### config.mk
export PLATFORM = sky130hd
export DESIGN_NAME = uart_tx_serializer_flat
export DESIGN_NICKNAME = d
export VERILOG_FILES = /design/src/rtl/uart_tx_if.sv /design/src/rtl/uart_tx_serializer.sv /design/src/flat_wrapper.sv
export SDC_FILE = /design/constraint.sdc
export NUM_CORES = 1
export LEC_CHECK = 0
export ABC_AREA = 1
export CAP_MARGIN = 30
export CORE_ASPECT_RATIO = 1.25
export CORE_MARGIN = 4
export CORE_UTILIZATION = 52
export CTS_CLUSTER_DIAMETER = 100
export CTS_CLUSTER_SIZE = 30
export DETAILED_ROUTE_END_ITERATION = 8
export PLACE_DENSITY = 0.75
export SLEW_MARGIN = 40
export SYNTH_ARGS = -nofsm -noshare
export SYNTH_HDL_FRONTEND = slang
export SYNTH_SLANG_ARGS = --single-unit
### constraint.sdc
create_clock -name clk -period 1.5 [get_ports clk]
set_input_delay 0.15 -clock clk [delete_from_list [all_inputs] [get_ports clk]]
set_output_delay 0.15 -clock clk [all_outputs]
set_load 0.005 [all_outputs]
### src/rtl/uart_tx_if.sv
// uart_tx_if: byte handshake between the UART controller and the serializer
interface uart_tx_if;
    logic [7:0] tx_data;
    logic       tx_data_valid;
    logic       tx_data_ready;
    modport master (output tx_data, tx_data_valid, input tx_data_ready);
    modport slave (input tx_data, tx_data_valid, output tx_data_ready);
endinterface

### src/rtl/uart_tx_serializer.sv
// uart_tx_serializer: 8N1 UART transmitter; define UART_TX_PARITY_EN for 8E1 (even parity)
module uart_tx_serializer #(
    parameter int CLK_FRE   = 27,
    parameter int BAUD_RATE = 115200
) (
    input  logic     clk,
    input  logic     rst,
    uart_tx_if.slave s,
    output logic     tx_pin
);
    localparam int CYCLE = CLK_FRE * 1000000 / BAUD_RATE;
    localparam int CW    = CYCLE < 2 ? 1 : $clog2(CYCLE);
    if (CYCLE < 2) begin : g_cycle_chk
        $error("uart_tx_serializer: CLK_FRE/BAUD_RATE gives fewer than 2 clocks per bit");
    end
    typedef enum logic [2:0] {
        IDLE,
        START,
        DATA,
`ifdef UART_TX_PARITY_EN
        PARITY,
`endif
        STOP
    } state_t;
    state_t          state, state_n;
    logic [CW-1:0]   cnt, cnt_n;
    logic [2:0]      idx, idx_n;
    logic [7:0]      sh, sh_n;
    logic            ready, ready_n, pin_n, bit_end;
    assign s.tx_data_ready = ready;
    assign bit_end = cnt == CW'(CYCLE - 1);
    // the data register rotates, so after 8 bits it holds the original byte for parity
    always_comb begin
        state_n = state;
        sh_n    = sh;
        idx_n   = idx;
        cnt_n   = (state == IDLE || bit_end) ? '0 : cnt + 1'b1;
        case (state)
            IDLE: if (s.tx_data_valid && ready) begin
                state_n = START;
                sh_n    = s.tx_data;
            end
            START: if (bit_end) state_n = DATA;
            DATA: if (bit_end) begin
                sh_n  = {sh[0], sh[7:1]};
                idx_n = idx + 3'd1;
`ifdef UART_TX_PARITY_EN
                if (idx == 3'd7) state_n = PARITY;
`else
                if (idx == 3'd7) state_n = STOP;
`endif
            end
`ifdef UART_TX_PARITY_EN
            PARITY: if (bit_end) state_n = STOP;
`endif
            STOP: if (bit_end) state_n = IDLE;
            default: state_n = IDLE;
        endcase
        ready_n = state_n == IDLE;
        pin_n   = state_n == START ? 1'b0 :
                  state_n == DATA  ? sh_n[0] :
`ifdef UART_TX_PARITY_EN
                  state_n == PARITY ? ^sh_n :
`endif
                  1'b1;
    end
    always_ff @(posedge clk or posedge rst) begin
        if (rst) begin
            state  <= IDLE;
            cnt    <= '0;
            idx    <= '0;
            sh     <= '0;
            ready  <= 1'b0;
            tx_pin <= 1'b1;
        end else begin
            state  <= state_n;
            cnt    <= cnt_n;
            idx    <= idx_n;
            sh     <= sh_n;
            ready  <= ready_n;
            tx_pin <= pin_n;
        end
    end
endmodule

### src/flat_wrapper.sv
// flat-port wrapper written by rule: the top's interface ports become plain ports
module uart_tx_serializer_flat 
#(
    parameter int CLK_FRE   = 27,
    parameter int BAUD_RATE = 115200
)
  (clk, rst, tx_pin, s_tx_data, s_tx_data_valid, s_tx_data_ready);
  uart_tx_if s_i ();
  input  logic clk;
  input  logic rst;
  output logic tx_pin;
  input wire logic [$bits(s_i.tx_data)-1:0] s_tx_data;
  input wire logic [$bits(s_i.tx_data_valid)-1:0] s_tx_data_valid;
  output wire logic [$bits(s_i.tx_data_ready)-1:0] s_tx_data_ready;
  assign s_i.tx_data = s_tx_data;
  assign s_i.tx_data_valid = s_tx_data_valid;
  assign s_tx_data_ready = s_i.tx_data_ready;
  uart_tx_serializer #(.CLK_FRE(CLK_FRE), .BAUD_RATE(BAUD_RATE)) u_core (.clk(clk), .rst(rst), .s(s_i), .tx_pin(tx_pin));
endmodule
Yosys cells after proc, flatten, opt, wreduce, memory -nomap -nowiden
Cells that the tools add are included.
{ "totals": {"word_cells": 37, "output_inout_bits": 2, "register_bits": 24} }
{ "classes": {"addsub": 2, "mux": 12, "eq_ne": 9, "reduce_logical": 7} }
{ "op_table": {"columns": ["cell", "count"], "rows": [
  ["two-way mux 8 bit", 3],
  ["one-hot mux 8 bit (2 select lines)", 1],
  ["two-way mux 3 bit", 5],
  ["one-hot mux 3 bit (4 select lines)", 1],
  ["== test 3 x 2 -> 1 bit, second input constant", 3],
  ["adder 8 x 1 -> 8 bit, second input constant", 1],
  ["== test 8 bit, second input constant", 1],
  ["== test 3 x 1 -> 1 bit, second input constant", 2],
  ["zero test 3 bit", 2],
  ["adder 3 x 1 -> 3 bit, second input constant", 1],
  ["== test 3 bit, second input constant", 1],
  ["AND reduction 3 bit", 1],
  ["two-way mux 1 bit", 2],
  ["!= test 2 x 1 -> 1 bit, second input constant", 1],
  ["!= test 2 bit, second input constant", 1],
  ["AND reduction 2 bit", 1],
  ["nonzero test 2 bit", 1],
  ["logical AND 1 bit", 1],
  ["logical OR 1 bit", 1]
]} }

Logic depth before layout (Yosys ltp)
{ "logic_depth": {"ltp_word": 7, "mapped_depth": 11, "depth_no_buf": 11} }

Worst setup path after synthesis
OpenSTA, ideal clock, no wires.
{ "synth_path": {"path_kind": "reg2reg", "from": "register u_core.cnt[1]", "to": "register u_core.sh[5]", "synth_period_minus_slack_ns": 1.323, "path_slack_ns": 0.177, "arrival_time_ns": 1.186, "required_ns": 1.363, "path_stages_with_launch": 9, "n_path_buf": 1, "path_cell_list": "dfrtp_1 inv_1 ha_1 nand2_1 nor2_4 nand3_2 buf_6 nand2_2 o221ai_1"} }
{ "synth_via": {"elab_chain_cells": 3} }
{ "synth_lines": {"columns": ["item", "line", "rtl"], "rows": [
  ["start, declared", "uart_tx_serializer.sv:26", "logic [CW-1:0] cnt, cnt_n;"],
  ["start signal, assigned", "uart_tx_serializer.sv:77", "cnt <= cnt_n;"],
  ["== test 8 bit", "uart_tx_serializer.sv:31", "assign bit_end = cnt == CW'(CYCLE - 1);"],
  ["!= test 2 x 1 -> 1 bit (no source line)", null, null],
  ["AND reduction 3 bit (no source line)", null, null],
  ["end signal, assigned", "uart_tx_serializer.sv:79", "sh <= sh_n;"],
  ["end, declared", "uart_tx_serializer.sv:28", "logic [7:0] sh, sh_n;"]
]} }
Every way passes these cells.
A chain may end at the register's enable or synchronous reset.

Worst setup path after layout
{ "layout_path": {"from": "register u_core.cnt[1]", "to": "register u_core.tx_pin"} }
{ "layout_via": {"elab_chain_cells": 6, "elab_cells_between_ends": 11, "classes_between": "eq/ne (3); mux (8)"} }
{ "layout_lines": {"columns": ["item", "line", "rtl"], "rows": [
  ["== test 8 bit (*)", "uart_tx_serializer.sv:31", null],
  ["two-way mux 3 bit (on tied branches)", "uart_tx_serializer.sv:56, uart_tx_serializer.sv:43, uart_tx_serializer.sv:44", null],
  ["one-hot mux 3 bit (4 select lines)", "uart_tx_serializer.sv:38", "case (state)"],
  ["== test 3 x 2 -> 1 bit", "uart_tx_serializer.sv:61", "state_n == DATA ? sh_n[0] :"],
  ["two-way mux 1 bit", "uart_tx_serializer.sv:61", null],
  ["two-way mux 1 bit (*)", "uart_tx_serializer.sv:60", "pin_n = state_n == START ? 1'b0 :"],
  ["named net u_core.pin_n", "uart_tx_serializer.sv:29", "logic ready, ready_n, pin_n, bit_end;"],
  ["end signal, assigned", "uart_tx_serializer.sv:81", "tx_pin <= pin_n;"],
  ["end, declared", "uart_tx_serializer.sv:9", "output logic tx_pin"]
]} }
The timed path passes the listed nets; every way through them passes the cells marked *. The select of a mux whose other input is x is not followed.

==> impl_metrics.tcl <==
set metrics [dict create \
    end_kind "register" \
    setup.worst_path.class "register to register" \
    cts_tree "built" \
    die_area_sq_mm 0.00309 \
    antenna_found_initial 0 \
    antenna_left 0 \
    finalPower_mw 1.44 \
    fmax_mhz 695 \
    min_period_ns 1.44 \
    synth_top_cell_area_share 0.490 \
    hold_viol_final 0 \
    syn_area_per_cell_sq_um 9.03 \
    netlist_instances 130 \
    route.met3.wl_um 100 \
    synth_seq_cells 24 \
    syn_nets 145 \
    antenna-diode-count 0 \
    drt_pass1_iterations 4 \
    core-area_sq_mm 0.00207 \
    clkTransAtPathRegs_ns 0.12 \
    grt_util_all_layers 0.172 \
    layout.nets 171 \
    wl_mm 2.25 \
    fin_crit_sh 0.959 \
    netlist_area_sq_mm 0.00117 \
    drt_iter0_drc 10 \
    drv_cap 0 \
    worstSetupStartpointType "register" \
    cts_buffers 3 \
    p_per_area_mw_per_mm2 991 \
    ys_types 24 \
    synth_top_family_by_area "simple AND/OR/NAND/NOR gates" \
    dpl_cell_area_sq_mm 0.00138 \
    top_layer "met4" \
    route.met2.wl_mm 1.17 \
    yosys_warnings 0 \
    tns_ns 0 \
    synth_mux_area_frac 0 \
    area_growth_pct 23.8 \
    viasPerCell 5.03 \
    cts_buffer_depth 2 \
    synthTopCellsByCount "23 x dfrtp_1, 23 x nand2_1, 17 x inv_1" \
    overflow 0 \
    synth_edf_count 0 \
    start_util 0.566 \
    worst_ep_required_time_ns 1.76 \
    synth_compound_area_frac 0.0917 \
    grt_pass1_vias 912 \
    worst_ep_arrival_time_ns 1.70 \
    fin_area_sq_mm 0.00145 \
    grt_max_degree 25 \
    synth.largest_area_cell "dfrtp_1" \
    ys.flop_type "dfrtp_1" \
    drive_gt1_frac 0.213 \
    gp_congestion 0.771 \
    portBuffers 12 \
    pin_count 13 \
    async_reset_ff_frac 1.00 \
    dp_hpwl_mm 1.64 \
    drc 0 \
    power.static_leakage_nw 0.691 \
    grt_pass1_wl_mm 4.00 \
    m1WireLength_um 952 \
    wl_per_cell_um 12.2 \
    h-tree-depth 1 \
    rows 18 \
    hold_class "input port to asynchronous set/reset pin" \
    status "finished, final reports clean" \
    dieHeight_um 61.1 \
    synth_fa_ha_area_frac 0.0426 \
    yosys.area_share.simple 0.264 \
    dr_total_vias 930 \
    finalMaxSlewViolations 0 \
    dieWidth_um 50.5 \
    setup-violations-final 0 \
    clockRootBuffer "clkbuf_4" \
    fin_skew_ns 0.00132 \
    cts_sinks 24 \
    rsz0062_at_grt "yes" \
    synth_xor_area_frac 0.0149 \
    ys_seq_area_frac 0.513 \
    irDropWorstVdd_uv 659 \
    synth_area_leaders "dfrtp_1 49%, nand2_1 7.4%, inv_1 5.4%, ha_1 4.3%, nand3_1 4.3%" \
    clock_latency_ns 0.31 \
    path_max_fanout 5 \
]
## cells in the final DEF (no fill, tap or decap), types with 4 or more instances in the layout
master and n:
buf_4 10, clkdlybuf4s50_1 11, dfrtp_1 23, ha_1 4
inv_1 16, nand2_1 20, nand2_2 6, nand3_1 10
nor2_1 12, nor3b_1 4, o21ai_0 6
## logic make-up after synthesis
group | Yosys count
adders and majority gates | 4
AOI/OAI and AO/OA | 17
xor gates and xnor gates | 2
other | 1
and+or+nand+nor | 62
buffers and inverters | 20
DFF | 24
## power breakdown
group	switching, mW	internal (mW)
clock network	0.181	0.104
logic	0.185	0.170
registers	0.0503	0.750
## critical path: stages (launching register included)
cell and delay, ns:
dfrtp_1 0.40, inv_1 0.06, ha_1 0.15, nand2_2 0.07
nor2_4 0.18, nand2_4 0.09, nand2_2 0.06, nand2_1 0.05
nor2_2 0.11, nand2_1 0.06, nor2_1 0.10, nor2_1 0.05
## per-stage QoR
step / util / instances / hold WS (ns) / setup WS, ns
after global placement: 0.666 / 179 / 0.467 / 0.127
after CTS: 0.679 / 183 / 0.157 / 0.00437
after floorplan: - / 130 / 0.164 / 0.177
final: 0.701 / 185 / 0.160 / 0.0617
after global routing: 0.701 / 185 / 0.191 / -0.0587
after detailed placement: 0.666 / 179 / 0.471 / 0.0685
## path summary, 6_finish.rpt
check	start	cells after the start	slack [ns]	endpoint
worst max-delay path	u_core.cnt[1]$_DFF_PP0_	11	0.06	u_core.tx_pin$_DFF_PP1_
worst min-delay path	rst	3	0.16	u_core.idx[0]$_DFFE_PP0P_
worst max register to register	u_core.cnt[1]$_DFF_PP0_	11	0.06	u_core.tx_pin$_DFF_PP1_
worst min register to register	u_core.idx[0]$_DFFE_PP0P_	1	0.49	u_core.idx[0]$_DFFE_PP0P_
max in group asynchronous	rst	3	1.06	u_core.tx_pin$_DFF_PP1_
min in group clk	s_tx_data[2]	3	0.42	u_core.sh[2]$_DFFE_PP0P_
## metal layers
| layer | GRT usage | up-vias |
|---|---|---|
| met5 | 0 | - |
| met3 | 0.0387 | 4 |
| met2 | 0.317 | 19 |
| li1 | - | 466 |
| met4 | 0.0692 | 0 |
| met1 | 0.194 | 441 |
## cell type report
cell class | instances | area (sq um)
fillers | 162 | 619
well taps | 30 | 37.5
inverters | 19 | 71.3
multi-input cells | 86 | 518
clock buffers | 4 | 26.3
flip-flops and latches | 24 | 602
repair buffers | 22 | 198
## repair_timing
action                     in CTS  in global routing
buffers inserted                0                  2
hold buffers                    0                  0
resized for setup               0                  9
setup endpoints to repair       0                 13
## state kept, by name, indices dropped and copies added (netlist names)
name / flops
u_core.cnt: 8
u_core.idx: 3
u_core.s.tx_data_ready: 1
u_core.sh: 8
u_core.state: 3
u_core.tx_pin: 1
No activity file was read; power rests on OpenSTA's default activity.
